### src/rtl/seg_scan_pkg.sv
// seg_scan_pkg: shared types and helpers for the seg_scan_mux display driver.
// Latency: n/a (types, constants and an elaboration-time helper only).
// Backpressure: n/a.
// Contents: FSM state encoding, output active level, index-width helper.
package seg_scan_pkg;

    // IDLE: display dark; SHOW: one digit lit; BLANK: anti-ghost gap between digits.
    typedef enum logic [1:0] {
        ST_IDLE  = 2'd0,
        ST_SHOW  = 2'd1,
        ST_BLANK = 2'd2
    } state_e;

    // Active level of both segment and digit-enable pins.
    localparam logic ACT_LVL = 1'b1;

    // Width of an index able to address n entries; never narrower than one bit.
    function automatic int idx_w(input int n);
        return (n < 2) ? 1 : $clog2(n);
    endfunction

endpackage

### src/rtl/seg_scan_mux_if.sv
// seg_scan_mux_if: pattern/control inputs and display outputs of seg_scan_mux.
// Latency: n/a (wiring bundle).
// Backpressure: none; the display path is free-running.
// Ports: DATA/EN_MASK/MANUAL/SEL from the decoders, SEG_OUT/DIG_OUT/CH_IDX/TICK to the pins.
interface seg_scan_mux_if
    import seg_scan_pkg::*;
#(
    parameter int CHANNELS = 4,
    parameter int SEG_W    = 7,
    parameter int IDX_W    = idx_w(CHANNELS)
);
    logic [CHANNELS*SEG_W-1:0] DATA;
    logic [CHANNELS-1:0]       EN_MASK;
    logic                      MANUAL;
    logic [IDX_W-1:0]          SEL;
    logic [SEG_W-1:0]          SEG_OUT;
    logic [CHANNELS-1:0]       DIG_OUT;
    logic [IDX_W-1:0]          CH_IDX;
    logic                      TICK;

    // Upstream side: supplies patterns and mode control, observes the display.
    modport master (
        output DATA, EN_MASK, MANUAL, SEL,
        input  SEG_OUT, DIG_OUT, CH_IDX, TICK
    );

    // Driver side: the scan multiplexer itself.
    modport slave (
        input  DATA, EN_MASK, MANUAL, SEL,
        output SEG_OUT, DIG_OUT, CH_IDX, TICK
    );
endinterface

### src/rtl/seg_next_ch.sv
// seg_next_ch: finds the next enabled channel above cur_idx_i, wrapping around.
// Latency: combinational, zero cycles.
// Backpressure: none.
// Ports: cur_idx_i/en_mask_i in; nxt_idx_o, vld_o (any channel enabled) out.
module seg_next_ch
    import seg_scan_pkg::*;
#(
    parameter int CHANNELS = 4,
    parameter int IDX_W    = idx_w(CHANNELS)
) (
    input  logic [IDX_W-1:0]    cur_idx_i,
    input  logic [CHANNELS-1:0] en_mask_i,
    output logic [IDX_W-1:0]    nxt_idx_o,
    output logic                vld_o
);

    logic             found;
    logic [IDX_W-1:0] cand;

    // Rotated priority search: offsets 1..CHANNELS so the last candidate is the
    // current index itself, which makes a lone enabled channel hold. An index left
    // out of range by manual mode still lands on a valid channel via the modulo.
    always_comb begin
        nxt_idx_o = cur_idx_i;
        found     = 1'b0;
        cand      = '0;
        for (int i = 1; i <= CHANNELS; i++) begin
            cand = IDX_W'((int'(cur_idx_i) + i) % CHANNELS);
            if (!found && en_mask_i[cand]) begin
                found     = 1'b1;
                nxt_idx_o = cand;
            end
        end
    end

    assign vld_o = |en_mask_i;

endmodule

### src/rtl/seg_scan_mux.sv
// seg_scan_mux: time-multiplexed seven-segment driver scanning enabled channels per refresh tick.
// Latency: SEG_OUT/DIG_OUT registered, one cycle after CH_IDX or DATA changes.
// Backpressure: none; free-running display scan, manual mode holds one channel.
// Ports: CLK, RESET (sync, active-high), bus (seg_scan_mux_if.slave).
// Optional: define SEG_SCAN_BLANKING_EN to insert BLANK_CYCLES dark cycles on every channel change.
module seg_scan_mux
    import seg_scan_pkg::*;
#(
    parameter int CHANNELS     = 4,
    parameter int SEG_W        = 7,
    parameter int PRESCALE     = 50000,
    parameter int BLANK_CYCLES = 8
) (
    input  logic          CLK,
    input  logic          RESET,
    seg_scan_mux_if.slave bus
);

    localparam int              IDX_W   = idx_w(CHANNELS);
    localparam int              PS_W    = idx_w(PRESCALE);
    localparam logic [PS_W-1:0] PS_LAST = PS_W'(PRESCALE - 1);

    // Elaboration-time parameter sanity.
    if (CHANNELS < 2 || CHANNELS > 16) begin : g_bad_channels
        $error("seg_scan_mux: CHANNELS must be in 2..16");
    end
    if (PRESCALE < 2) begin : g_bad_prescale
        $error("seg_scan_mux: PRESCALE must be >= 2");
    end
    if (BLANK_CYCLES < 1) begin : g_bad_blank
        $error("seg_scan_mux: BLANK_CYCLES must be >= 1");
    end

    logic [PS_W-1:0]     presc_q,  presc_d;
    logic                tick_q,   tick_d;
    logic [IDX_W-1:0]    ch_idx_q, ch_idx_d;
    state_e              state_q,  state_d;
    logic [SEG_W-1:0]    seg_q,    seg_d;
    logic [CHANNELS-1:0] dig_q,    dig_d;

    logic                wrap;
    logic                adv;
    logic                any_en;
    logic [IDX_W-1:0]    nxt_idx;
    logic                show_ok;
    logic [SEG_W-1:0]    cur_seg;
    logic [CHANNELS-1:0] cur_dig;

`ifdef SEG_SCAN_BLANKING_EN
    localparam int              BC_W    = idx_w(BLANK_CYCLES);
    localparam logic [BC_W-1:0] BC_LAST = BC_W'(BLANK_CYCLES - 1);
    if (BLANK_CYCLES >= PRESCALE) begin : g_bad_blank_len
        $error("seg_scan_mux: BLANK_CYCLES must be < PRESCALE");
    end

    logic [BC_W-1:0] blank_cnt_q, blank_cnt_d;
    logic            pend_q, pend_d;
    logic            chg;
`endif

    // ------------------------------------------------------------------
    // Refresh prescaler; TICK is the registered wrap event.
    // ------------------------------------------------------------------
    assign wrap    = (presc_q == PS_LAST);
    assign presc_d = wrap ? '0 : presc_q + 1'b1;
    assign tick_d  = wrap;

    seg_next_ch #(
        .CHANNELS (CHANNELS),
        .IDX_W    (IDX_W)
    ) u_next_ch (
        .cur_idx_i (ch_idx_q),
        .en_mask_i (bus.EN_MASK),
        .nxt_idx_o (nxt_idx),
        .vld_o     (any_en)
    );

    // Decode the registered index against live DATA/EN_MASK. Compare-based
    // selection keeps an out-of-range manual index dark instead of indexing past
    // the end of the buses.
    always_comb begin
        show_ok = 1'b0;
        cur_seg = '0;
        cur_dig = '0;
        for (int i = 0; i < CHANNELS; i++) begin
            if (ch_idx_q == IDX_W'(i)) begin
                show_ok    = bus.EN_MASK[i];
                cur_seg    = bus.DATA[i*SEG_W +: SEG_W];
                cur_dig[i] = 1'b1;
            end
        end
    end

    // ------------------------------------------------------------------
    // Channel index: SEL every cycle in manual, next enabled channel per tick in auto.
    // ------------------------------------------------------------------
`ifdef SEG_SCAN_BLANKING_EN
    // Ticks landing inside BLANK are parked in pend_q and taken once BLANK ends.
    assign adv = !bus.MANUAL && any_en && (wrap || pend_q) && (state_q != ST_BLANK);
`else
    assign adv = !bus.MANUAL && any_en && wrap;
`endif

    always_comb begin
        ch_idx_d = ch_idx_q;
        if (bus.MANUAL) begin
            ch_idx_d = bus.SEL;
        end else if (adv) begin
            ch_idx_d = nxt_idx;
        end
    end

    // ------------------------------------------------------------------
    // Display FSM and registered outputs.
    // ------------------------------------------------------------------
`ifdef SEG_SCAN_BLANKING_EN
    assign chg = (ch_idx_d != ch_idx_q);

    always_comb begin
        state_d     = state_q;
        blank_cnt_d = blank_cnt_q;
        pend_d      = pend_q;
        seg_d       = '0;
        dig_d       = '0;

        if (bus.MANUAL || adv) begin
            pend_d = 1'b0;
        end else if (wrap && state_q == ST_BLANK) begin
            pend_d = 1'b1;
        end

        if (chg) begin
            // Any index change, even mid-BLANK, restarts the full dark gap.
            state_d     = ST_BLANK;
            blank_cnt_d = BC_LAST;
        end else begin
            case (state_q)
                ST_IDLE:  if (show_ok)  state_d = ST_SHOW;
                ST_SHOW:  if (!show_ok) state_d = ST_IDLE;
                ST_BLANK: begin
                    if (blank_cnt_q == '0) begin
                        state_d = show_ok ? ST_SHOW : ST_IDLE;
                    end else begin
                        blank_cnt_d = blank_cnt_q - 1'b1;
                    end
                end
                default:  state_d = ST_IDLE;
            endcase
        end

        if (state_d == ST_SHOW) begin
            seg_d = cur_seg;
            dig_d = cur_dig;
        end
    end
`else
    always_comb begin
        state_d = state_q;
        seg_d   = '0;
        dig_d   = '0;

        case (state_q)
            ST_IDLE: if (show_ok)  state_d = ST_SHOW;
            ST_SHOW: if (!show_ok) state_d = ST_IDLE;
            default:               state_d = ST_IDLE;
        endcase

        if (state_d == ST_SHOW) begin
            seg_d = cur_seg;
            dig_d = cur_dig;
        end
    end
`endif

    always_ff @(posedge CLK) begin
        if (RESET) begin
            presc_q     <= '0;
            tick_q      <= 1'b0;
            ch_idx_q    <= '0;
            state_q     <= ST_IDLE;
            seg_q       <= '0;
            dig_q       <= '0;
`ifdef SEG_SCAN_BLANKING_EN
            blank_cnt_q <= '0;
            pend_q      <= 1'b0;
`endif
        end else begin
            presc_q     <= presc_d;
            tick_q      <= tick_d;
            ch_idx_q    <= ch_idx_d;
            state_q     <= state_d;
            seg_q       <= seg_d;
            dig_q       <= dig_d;
`ifdef SEG_SCAN_BLANKING_EN
            blank_cnt_q <= blank_cnt_d;
            pend_q      <= pend_d;
`endif
        end
    end

    // Internal state is active-high; map to pin polarity at the boundary.
    assign bus.SEG_OUT = seg_q ^ {SEG_W{~ACT_LVL}};
    assign bus.DIG_OUT = dig_q ^ {CHANNELS{~ACT_LVL}};
    assign bus.CH_IDX  = ch_idx_q;
    assign bus.TICK    = tick_q;

endmodule
### src/flat_wrapper.sv
// flat-port wrapper written by rule: the top's interface ports become plain ports
module seg_scan_mux_flat import seg_scan_pkg::*;
#(
    parameter int CHANNELS     = 4,
    parameter int SEG_W        = 7,
    parameter int PRESCALE     = 50000,
    parameter int BLANK_CYCLES = 8
)
  (CLK, RESET, bus_DATA, bus_EN_MASK, bus_MANUAL, bus_SEL, bus_SEG_OUT, bus_DIG_OUT, bus_CH_IDX, bus_TICK);
  seg_scan_mux_if #(.CHANNELS(CHANNELS), .SEG_W(SEG_W)) bus_i ();
  input  logic CLK;
  input  logic RESET;
  input wire logic [$bits(bus_i.DATA)-1:0] bus_DATA;
  input wire logic [$bits(bus_i.EN_MASK)-1:0] bus_EN_MASK;
  input wire logic [$bits(bus_i.MANUAL)-1:0] bus_MANUAL;
  input wire logic [$bits(bus_i.SEL)-1:0] bus_SEL;
  output wire logic [$bits(bus_i.SEG_OUT)-1:0] bus_SEG_OUT;
  output wire logic [$bits(bus_i.DIG_OUT)-1:0] bus_DIG_OUT;
  output wire logic [$bits(bus_i.CH_IDX)-1:0] bus_CH_IDX;
  output wire logic [$bits(bus_i.TICK)-1:0] bus_TICK;
  assign bus_i.DATA = bus_DATA;
  assign bus_i.EN_MASK = bus_EN_MASK;
  assign bus_i.MANUAL = bus_MANUAL;
  assign bus_i.SEL = bus_SEL;
  assign bus_SEG_OUT = bus_i.SEG_OUT;
  assign bus_DIG_OUT = bus_i.DIG_OUT;
  assign bus_CH_IDX = bus_i.CH_IDX;
  assign bus_TICK = bus_i.TICK;
  seg_scan_mux #(.CHANNELS(CHANNELS), .SEG_W(SEG_W), .PRESCALE(PRESCALE), .BLANK_CYCLES(BLANK_CYCLES)) u_core (.CLK(CLK), .RESET(RESET), .bus(bus_i));
endmodule
### config.mk
export PLATFORM = sky130hd
export DESIGN_NAME = seg_scan_mux_flat
export DESIGN_NICKNAME = d
export VERILOG_FILES = /design/src/rtl/seg_scan_pkg.sv /design/src/rtl/seg_scan_mux_if.sv /design/src/rtl/seg_next_ch.sv /design/src/rtl/seg_scan_mux.sv /design/src/flat_wrapper.sv
export SDC_FILE = /design/constraint.sdc
export NUM_CORES = 1
export LEC_CHECK = 0
export CAP_MARGIN = 20
export CORE_MARGIN = 2
export CORE_UTILIZATION = 43
export CTS_BUF_LIST = sky130_fd_sc_hd__clkbuf_2 sky130_fd_sc_hd__clkbuf_4 sky130_fd_sc_hd__clkbuf_8
export DETAILED_ROUTE_END_ITERATION = 7
export MAX_ROUTING_LAYER = met4
export PLACE_DENSITY = 0.78
export SLEW_MARGIN = 0
export SYNTH_ARGS = -nofsm -noshare
export SYNTH_HDL_FRONTEND = slang
export SYNTH_SLANG_ARGS = --single-unit
export TNS_END_PERCENT = 10
### constraint.sdc
create_clock -name CLK -period 2.2 [get_ports CLK]
set_clock_uncertainty 0.1 [all_clocks]
set_input_delay 0.44 -clock CLK [delete_from_list [all_inputs] [get_ports CLK]]
set_output_delay 0.44 -clock CLK [all_outputs]
set_load 0.01 [all_outputs]
==> impl_metrics.csv, run 1 <==
group,metric,value,unit
worst_setup_path,crit_type,"reg -> reg",
worst_setup_path,endpoint_kind,"register",
sta,max_freq,0.477,GHz
route,via_count,1562,
route,wl_per_cell,12.7,um
yosys,synth-seq-cells,31,
clocking,numCtsBuffers,5,
worst_setup_path,required,2300,ps
worst_setup_path,crit_path_frequent_cell,"a211oi_2",
worst_setup_path,crit_chain,"buf_4, mux4_2, or3_4, a31oi_4, a211oi_2, a211oi_2",
layout,diodes,0,
yosys,synthArstFlopShare,0,
power_and_ir_drop,netSwitchingPower,340,uW
sta,fin_ws,105,ps
route,wl_met1,1650,um
yosys,syn-instance-count,193,
floorplanning,start_util,0.445,
yosys,syn_area_per_cell,8.45,um2
power_and_ir_drop,seqPwrFrac,0.420,
power_and_ir_drop,power_density,574,nW/um2
power_and_ir_drop,p_int,1060,uW
route,dr.max_layer_used,"met4",
layout,final_nets,301,
worst_setup_path,crit_buf_inv,1,
yosys,syn_area,1630,um2
grt,grt_start_max_net_pins,16,
sta,fin_crit_sh,0.952,
route,drc,0,
floorplanning,core-area,3660,um2
route,dr_wl_met2,1950,um
outcome,status,"completed",
floorplanning,placement_rows,22,
run,cap_violations,0,
power_and_ir_drop,p_leak,0.000923,uW
worst_hold_path,hold_class,"reg -> reg",
yosys,ys.warnings.count,0,
sta,final.setup.tns,0,ps
clocking,cts-root-buf,"clkbuf_8",
worst_setup_path,arrival,2190,ps
placed_design,gp_congestion,0.836,
grt,antenna_found_initial,0,
worst_setup_path,crit_fanout,4,
yosys,synth-edff-count,0,
worst_setup_path,crit_path_start_kind,"register",
floorplanning,die_w,65.6,um
yosys,synth-main-ff-cell,"dfxtp_1",
worst_setup_path,cp_slowest_cell,"mux4_2",
clocking,clock_latency,280,ps
clocking,ctsHtreeMaxLevel,2,
placed_design,dp_hpwl,2900,um
yosys,synth.distinct_cells,41,
layout,syn_to_final_growth,49.9,%
sta,final_max_slew_viol_count,0,
sta,period_minus_slack,2100,ps
floorplanning,die_h,65.6,um
route,ant_nets,0,
grt,grt_use_total,0.199,
floorplanning,io-pin-count,51,
sta,hold_ws,366,ps
clocking,cts_tree,"yes",
clocking,postCtsHoldBufs,0,
floorplanning,die_area,4300,um2
yosys,syn-num-nets,235,
power_and_ir_drop,peakVddDrop,0.316,mV
clocking,clock_sinks,31,
yosys,ys_seq_area_frac,0.381,
power_and_ir_drop,combPwrFrac,0.232,
sta,setup_violations,0,
placed_design,preCtsSetupSlack,-377,ps
grt,grt_overflow,0,
grt,grt_pass1_wl,6240,um
route,routed_via_density,5.07,
route,wl_met3,236,um
grt,grt_pass1_vias,1508,
layout,final_layout_size_suffix_gt1_frac,0.158,
layout,final_core_util,0.667,
clocking,clockBufferDepth,2,
worst_setup_path,cpLargestDelayFamily,"multiplexers",
worst_setup_path,cpPeakStageDelay,530,ps
sta,rsz0062_at_grt,"false",
power_and_ir_drop,swShare,0.243,
route,first_pass_iters,4,
route,drt_iter0_markers,110,
power_and_ir_drop,clockPowerShare,0.349,
route,drt_wl_total,3920,um
placed_design,portBuffers,50,
clocking,clk_pin_slew,60,ps
sta,hold_viol,0,
## cell type report
type	instances	area, um2
Clock buffer	8	104
Multi-Input combinational cell	145	986
Sequential cell	31	622
Timing Repair Buffer	67	638
Fill cell	309	1220
Inverter	9	33.8
Tap cell	48	60.1
## worst reg2reg max path: cells and delay by family (launching register included)
| family | cells | cell delay (ps) |
|---|---|---|
| DFF | 1 | 380 |
| muxes | 1 | 530 |
| buffers and inverters | 1 | 170 |
| and+or+nand+nor | 1 | 410 |
| AOI/OAI and AO/OA | 3 | 430 |
## layer usage
layer,vias up,track usage
met5,-,-
met2,59,0.342
met1,710,0.211
met3,9,0.0668
li1,784,-
met4,0,0.0781
## power groups by stage
stage | clock network (uW) | registers, uW | logic [uW]
after global placement | 0 | 599 | 299
final | 489 | 588 | 325
after CTS | 505 | 588 | 315
after floorplan | 0 | 604 | 146
after detailed placement | 0 | 599 | 306
after global routing | 525 | 589 | 355
## layout by cell type (no fill, tap or decap), types with 2 or more instances in the layout
cell,count
xor2_1,6
dfxtp_1,30
a211oi_2,2
clkdlybuf4s50_1,46
nand4_1,2
dlymetal6s2s_1,4
mux4_2,3
nand2_1,24
mux2i_1,2
nand3_1,4
o211ai_1,2
nor2_1,25
xnor2_1,8
nor3_1,3
o21ai_0,8
ha_1,4
clkbuf_8,7
nand3b_1,7
buf_4,17
and3_1,3
nor2b_1,8
a21oi_1,16
inv_1,8
## timing repair
| item | 4_1_cts | 5_1_grt |
|---|---|---|
| pin swaps | 0 | 1 |
| gates resized for setup | 4 | 9 |
| setup endpoints to repair | 1 | 1 |
| setup buffers | 0 | 0 |
## through the flow
stage / std cells / area [um2] / power, uW
4_1_cts: 308 / 2410 / 1410
3_5_place_dp: 300 / 2290 / 906
5_1_grt: 308 / 2440 / 1470
2_1_floorplan: 193 / 1640 / 750
6_report: 308 / 2440 / 1400
3_3_place_gp: 300 / 2290 / 898
## flip-flops by register name (all words and copies together), names as in the netlist
signal              cells
u_core.bus.CH_IDX       2
u_core.bus.DIG_OUT      4
u_core.bus.SEG_OUT      7
u_core.bus.TICK         1
u_core.presc_q         16
u_core.state_q          1
## synth_stat cells (2+ instances only)
master	number	area [um2]
a21oi_1	16	80.1
and3_1	3	18.8
clkbuf_1	6	22.5
dfxtp_1	31	621
ha_1	5	62.6
inv_1	9	33.8
mux2i_1	2	20.0
mux4_2	2	45.0
nand2_1	24	90.1
nand3_1	4	20.0
nand3b_1	7	52.6
nand4_1	2	12.5
nor2_1	25	93.8
nor2b_1	8	50.1
nor3_1	3	15.0
o211ai_1	2	15.0
o21ai_0	8	40.0
xnor2_1	8	70.1
xor2_1	6	52.6
## cell families after synthesis
logic type / count (synthesis) / share of synthesized area
other cells: 1 / 0.00230
xor+xnor: 14 / 0.0752
compound gates: 33 / 0.123
mux: 5 / 0.0560
flops: 31 / 0.381
buf+inv: 17 / 0.0445
fa+ha+maj: 5 / 0.0384
simple gates: 87 / 0.280
## path summary, 6_finish.rpt
path	from	depth (start not counted)	to	slack, ps
max	u_core.bus.CH_IDX[0]	6	u_core.bus.CH_IDX[1]	100
min	u_core.presc_q[0]	1	u_core.presc_q[0]	370
max reg2reg	u_core.bus.CH_IDX[0]	6	u_core.bus.CH_IDX[1]	100
min reg2reg	u_core.presc_q[0]	1	u_core.presc_q[0]	370
Power figures use the tool's default switching activity.
==> run 2, diff against run 1 <==
Settings changed: CORE_UTILIZATION 43 to 48, PLACE_DENSITY 0.78 to 0.82.
Clock period 2.2 ns to 1.98 ns, I/O delays scaled along.
==> impl_metrics.csv, run 2 (same netlist as run 1, synthesis figures left out) <==
group,metric,value,unit
sta,max_freq,0.486,GHz
route,ant_nets,0,
power_and_ir_drop,seqPwrFrac,0.429,
worst_setup_path,crit_type,"in -> reg",
sta,hold_viol,0,
layout,multi_input_area,972,um2
worst_setup_path,crit_start,"bus_EN_MASK[3]",
sta,final.setup.tns,-146,ps
layout,diodes,0,
floorplanning,core-area,3310,um2
route,drt_wl_total,3800,um
layout,final_common_cell,"clkdlybuf4s50_1",
placed_design,portBuffers,50,
worst_setup_path,ff2ff_setup_slack,-70,ps
clocking,clock_sinks,31,
layout,regMostFlops,"u_core.presc_q",
sta,rsz0062_at_grt,"true",
power_and_ir_drop,combPwrFrac,0.237,
route,via_count,1570,
power_and_ir_drop,peakVddDrop,0.316,mV
floorplanning,placement_rows,21,
route,drc,0,
clocking,postCtsHoldBufs,0,
worst_setup_path,reg2regPathDepth,7,
layout,layout_common_cells,"clkdlybuf4s50_1, dfxtp_1, nor2_1, nand2_1, buf_4",
worst_setup_path,r2r-end,"u_core.bus.CH_IDX[0]",
layout,final_layout_size_suffix_gt1_frac,0.171,
power_and_ir_drop,power_density,625,nW/um2
worst_setup_path,crit_fanout,5,
layout,syn_to_final_growth,49.5,%
run,cap_violations,0,
floorplanning,die_w,62.3,um
route,first_pass_iters,4,
power_and_ir_drop,swShare,0.243,
layout,fin_cells,309,
layout,largest_reg_flops,16,
grt,grt_pass1_wl,6450,um
clocking,clock_latency,330,ps
clocking,cts_tree,"yes",
layout,final_nets,304,
route,wl_per_cell,12.3,um
sta,fin_crit_sh,1.04,
worst_setup_path,arrival,2160,ps
worst_setup_path,r2r_start,"u_core.bus.CH_IDX[0]",
placed_design,place_area,2340,um2
power_and_ir_drop,p_leak,0.000903,uW
sta,setup_violations,2,
worst_hold_path,hold_class,"reg -> reg",
grt,grt_overflow,0,
clocking,ctsHtreeMaxLevel,2,
floorplanning,die_h,62.3,um
placed_design,placed_cells,300,
layout,seqCellArea,626,um2
sta,fin_ws,-77.7,ps
clocking,clk_pin_slew,100,ps
grt,grt_pass1_vias,1489,
layout,design_area,2440,um2
floorplanning,start_util,0.492,
sta,period_minus_slack,2060,ps
worst_setup_path,critPathCapture,"u_core.bus.CH_IDX[0]",
grt,grt_use_total,0.213,
sta,final_max_slew_viol_count,0,
floorplanning,io-pin-count,51,
layout,final_core_util,0.736,
power_and_ir_drop,p_int,1150,uW
floorplanning,die_area,3880,um2
route,routed_via_density,5.08,
placed_design,gp_congestion,0.837,
outcome,violations,"setup timing",
power_and_ir_drop,netSwitchingPower,370,uW
grt,grt_start_max_net_pins,16,
clocking,clockBufferDepth,2,
power_and_ir_drop,clockPowerShare,0.334,
route,drt_iter0_markers,75,
outcome,status,"finished, violations left",
worst_setup_path,crit_path_start_kind,"input port",
worst_setup_path,required,2090,ps
layout,fill_cells,284,
clocking,cts-root-buf,"clkbuf_4",
grt,antenna_found_initial,0,
sta,hold_ws,363,ps
worst_setup_path,endpoint_kind,"register",
placed_design,dp_hpwl,2870,um
clocking,numCtsBuffers,5,
[run 2: cell types whose count changed in the layout (fill, tap and decap cells not counted), sizes merged]
cell | previous run | this run
dlygate4sd2 | 0 | 3
clkdlybuf4s50 | 46 | 47
bufinv | 0 | 1
buf | 17 | 20
dlymetal6s2s | 4 | 0
clkinv | 0 | 1
clkbuf | 8 | 6
[run 2: metrics by stage]
stage	power, uW	setup WS, ps
floorplan	841	-105
global placement	1010	-436
detailed placement	1020	-499
CTS	1540	-69.3
global route	1610	-148
finish	1520	-77.7
[run 2: cell type report]
type                       count  area share
inverter                       9      0.0149
sequential                    31       0.257
tap                           46      0.0236
clock inverter                 2      0.0144
multi-input combinational    145       0.399
timing repair buffer          70       0.271
clock buffer                   6      0.0210
[run 2: timing repair]
action,4_1_cts,5_1_grt
buffers inserted,1,0
resized for setup,6,1
endpoints found under the setup margin,2,7
[run 2: worst max-delay path, stage by stage]
cell and delay (ps):
clkdlybuf4s50_1 470, mux4_2 540, or3_4 400, a31oi_4 170, nand2b_1 130, a21oi_1 50
[run 2: power groups by stage]
stage	registers (uW)	clock network, uW	logic [uW]
3_5_place_dp	668	0	352
6_report	654	509	361
3_3_place_gp	668	0	342
2_1_floorplan	671	0	170
5_1_grt	656	557	394
4_1_cts	654	526	361
[run 2: worst min-delay path by stage]
stage | start | to | slack [ps] | cells past startpoint
final | u_core.presc_q[0] | u_core.presc_q[0] | 360 | 1
after global routing | u_core.presc_q[0] | u_core.presc_q[0] | 380 | 1
after CTS | u_core.presc_q[0] | u_core.presc_q[0] | 360 | 1
after detailed placement | u_core.presc_q[0] | u_core.presc_q[0] | 340 | 1
after global placement | u_core.presc_q[0] | u_core.presc_q[0] | 330 | 1
after floorplan | u_core.presc_q[0] | u_core.presc_q[0] | 320 | 1
[run 2: metal layers]
metal  wire length, um  global-route usage
met5                 0                   -
met4                36              0.0750
met3               254              0.0707
met2              1860               0.355
met1              1660               0.241
==> run 3, diff against run 2 <==
Settings changed: CAP_MARGIN 20 to 5, CTS_BUF_LIST sky130_fd_sc_hd__clkbuf_2 sky130_fd_sc_hd__clkbuf_4 sky130_fd_sc_hd__clkbuf_8 to sky130_fd_sc_hd__clkbuf_2, GPL_TIMING_DRIVEN set to 0.
==> impl_metrics.csv, run 3 (same netlist as run 1, synthesis figures left out) <==
group,metric,value,unit
power_and_ir_drop,peakVddDrop,0.325,mV
worst_setup_path,arrival,2300,ps
clocking,ctsHtreeMaxLevel,2,
route,drc,0,
layout,design_area,2410,um2
layout,diodes,0,
grt,grt_overflow,0,
layout,layout_common_cells,"clkdlybuf4s50_1, dfxtp_1, nor2_1, nand2_1, a21oi_1",
sta,rsz0062_at_grt,"true",
worst_setup_path,crit_type,"reg -> reg",
worst_setup_path,required,2120,ps
clocking,numCtsBuffers,5,
power_and_ir_drop,seqPwrFrac,0.498,
grt,grt_use_total,0.200,
sta,final.setup.tns,-526,ps
layout,final_layout_size_suffix_gt1_frac,0.169,
worst_setup_path,crit_path_start_kind,"register",
floorplanning,placement_rows,21,
layout,largest_reg_flops,16,
grt,top_usage_layer,"met2",
grt,grt_pass1_vias,1489,
worst_setup_path,reg2regPathDepth,7,
worst_hold_path,min_from,"u_core.presc_q[0]",
sta,max_freq,0.463,GHz
route,routed_via_density,5.13,
power_and_ir_drop,clockPowerShare,0.221,
power_and_ir_drop,netSwitchingPower,374,uW
sta,hold_viol,0,
floorplanning,core-area,3310,um2
grt,grt_pass1_wl,6090,um
layout,final_common_cell,"clkdlybuf4s50_1",
worst_setup_path,endpoint_kind,"register",
worst_hold_path,hold_class,"reg -> reg",
grt,grt_start_max_net_pins,11,
outcome,status,"finished, violations left",
floorplanning,io-pin-count,51,
route,via_count,1571,
sta,fin_ws,-180,ps
layout,multi_input_area,1000,um2
power_and_ir_drop,swShare,0.285,
clocking,cts-root-buf,"clkbuf_2",
layout,regMostFlops,"u_core.presc_q",
placed_design,gp_congestion,0.848,
worst_setup_path,r2r_start,"u_core.bus.CH_IDX[1]",
worst_setup_path,crit_start,"u_core.bus.CH_IDX[1]",
route,ant_nets,0,
floorplanning,die_area,3880,um2
power_and_ir_drop,p_leak,0.000875,uW
layout,seqCellArea,632,um2
layout,final_nets,301,
floorplanning,die_w,62.3,um
floorplanning,die_h,62.3,um
clocking,clockBufferDepth,2,
clocking,clk_pin_slew,150,ps
placed_design,portBuffers,50,
grt,use_met2,0.337,
sta,period_minus_slack,2160,ps
worst_hold_path,whs_path_depth,1,
run,cap_violations,0,
clocking,clock_latency,350,ps
clocking,postCtsHoldBufs,0,
grt,grtUsageMet1,0.218,
floorplanning,start_util,0.492,
route,drt_iter0_markers,87,
power_and_ir_drop,combPwrFrac,0.281,
worst_setup_path,crit_fanout,5,
clocking,clock_sinks,31,
sta,fin_crit_sh,1.09,
route,drt_wl_total,3810,um
placed_design,place_area,2220,um2
outcome,violations,"setup timing",
route,wl_per_cell,12.4,um
power_and_ir_drop,power_density,545,nW/um2
placed_design,dp_hpwl,2800,um
layout,syn_to_final_growth,47.7,%
sta,setup_violations,10,
grt,antenna_found_initial,0,
route,first_pass_iters,4,
clocking,cts_tree,"yes",
grt,use_met3,0.0743,
power_and_ir_drop,p_int,938,uW
layout,fill_cells,269,
sta,final_max_slew_viol_count,0,
run 3: changes by cell type in the layout (fill, tap and decap cells not counted), moves of 2 or more:
cell / before / now
clkbuf_2: 0 / 7
clkdlybuf4s50_1: 47 / 50
ha_1: 4 / 2
clkbuf_4: 5 / 0
buf_4: 19 / 10
dfxtp_2: 1 / 3
dlygate4sd2_1: 3 / 0
dfxtp_1: 29 / 26
clkbuf_1: 0 / 3
clkinv_1: 0 / 2
ha_2: 0 / 2
run 3: per-stage QoR:
stage	power [uW]	util	hold WS (ps)	setup slack, ps	cells
after floorplan	841	-	318	-105	193
after global placement	972	0.670	329	-510	289
after detailed placement	979	0.670	339	-547	289
after CTS	1280	0.697	367	-182	298
after global routing	1390	0.727	341	-286	306
final	1310	0.727	328	-180	306
run 3: worst paths after layout:
| kind | to | slack (ps) |
|---|---|---|
| hold / removal | u_core.presc_q[0] | 330 |
| setup / recovery | u_core.bus.CH_IDX[1] | -180 |
| setup reg to reg | u_core.bus.CH_IDX[1] | -180 |
| hold reg to reg | u_core.presc_q[0] | 330 |
run 3: repair_timing:
item | 4_1_cts | 5_1_grt
endpoints found under the setup margin | 23 | 22
cloned | 0 | 0
gates resized for setup | 9 | 9
buffers inserted | 2 | 8
run 3: area by class of cell:
cell class	instances	area share
flip-flops and latches	31	0.262
multi-input cells	145	0.417
inverters	9	0.0177
repair buffers	60	0.244
clock inverters	3	0.00572
well taps	46	0.0239
clock buffers	5	0.0104
plain buffers	7	0.0182
run 3: power by group through the flow:
stage,logic [uW],clock network (uW),registers [uW]
final,368,291,653
after global routing,401,333,656
after CTS,331,298,653
after detailed placement,311,0,668
after global placement,304,0,668
after floorplan,170,0,671
run 3: worst max-delay path, stage by stage (launching register included):
cell        delay, ps
dfxtp_4           410
clkinvlp_4        120
ha_4              300
mux4_2            350
or3_4             400
a31oi_4           180
buf_4             140
a211oi_2           50
run 3: metal layers:
metal | up-vias | share of wire
li1 | 796 | -
met1 | 716 | 0.41
met2 | 54 | 0.50
met3 | 5 | 0.080
met4 | 0 | 0.0095
met5 | - | 0
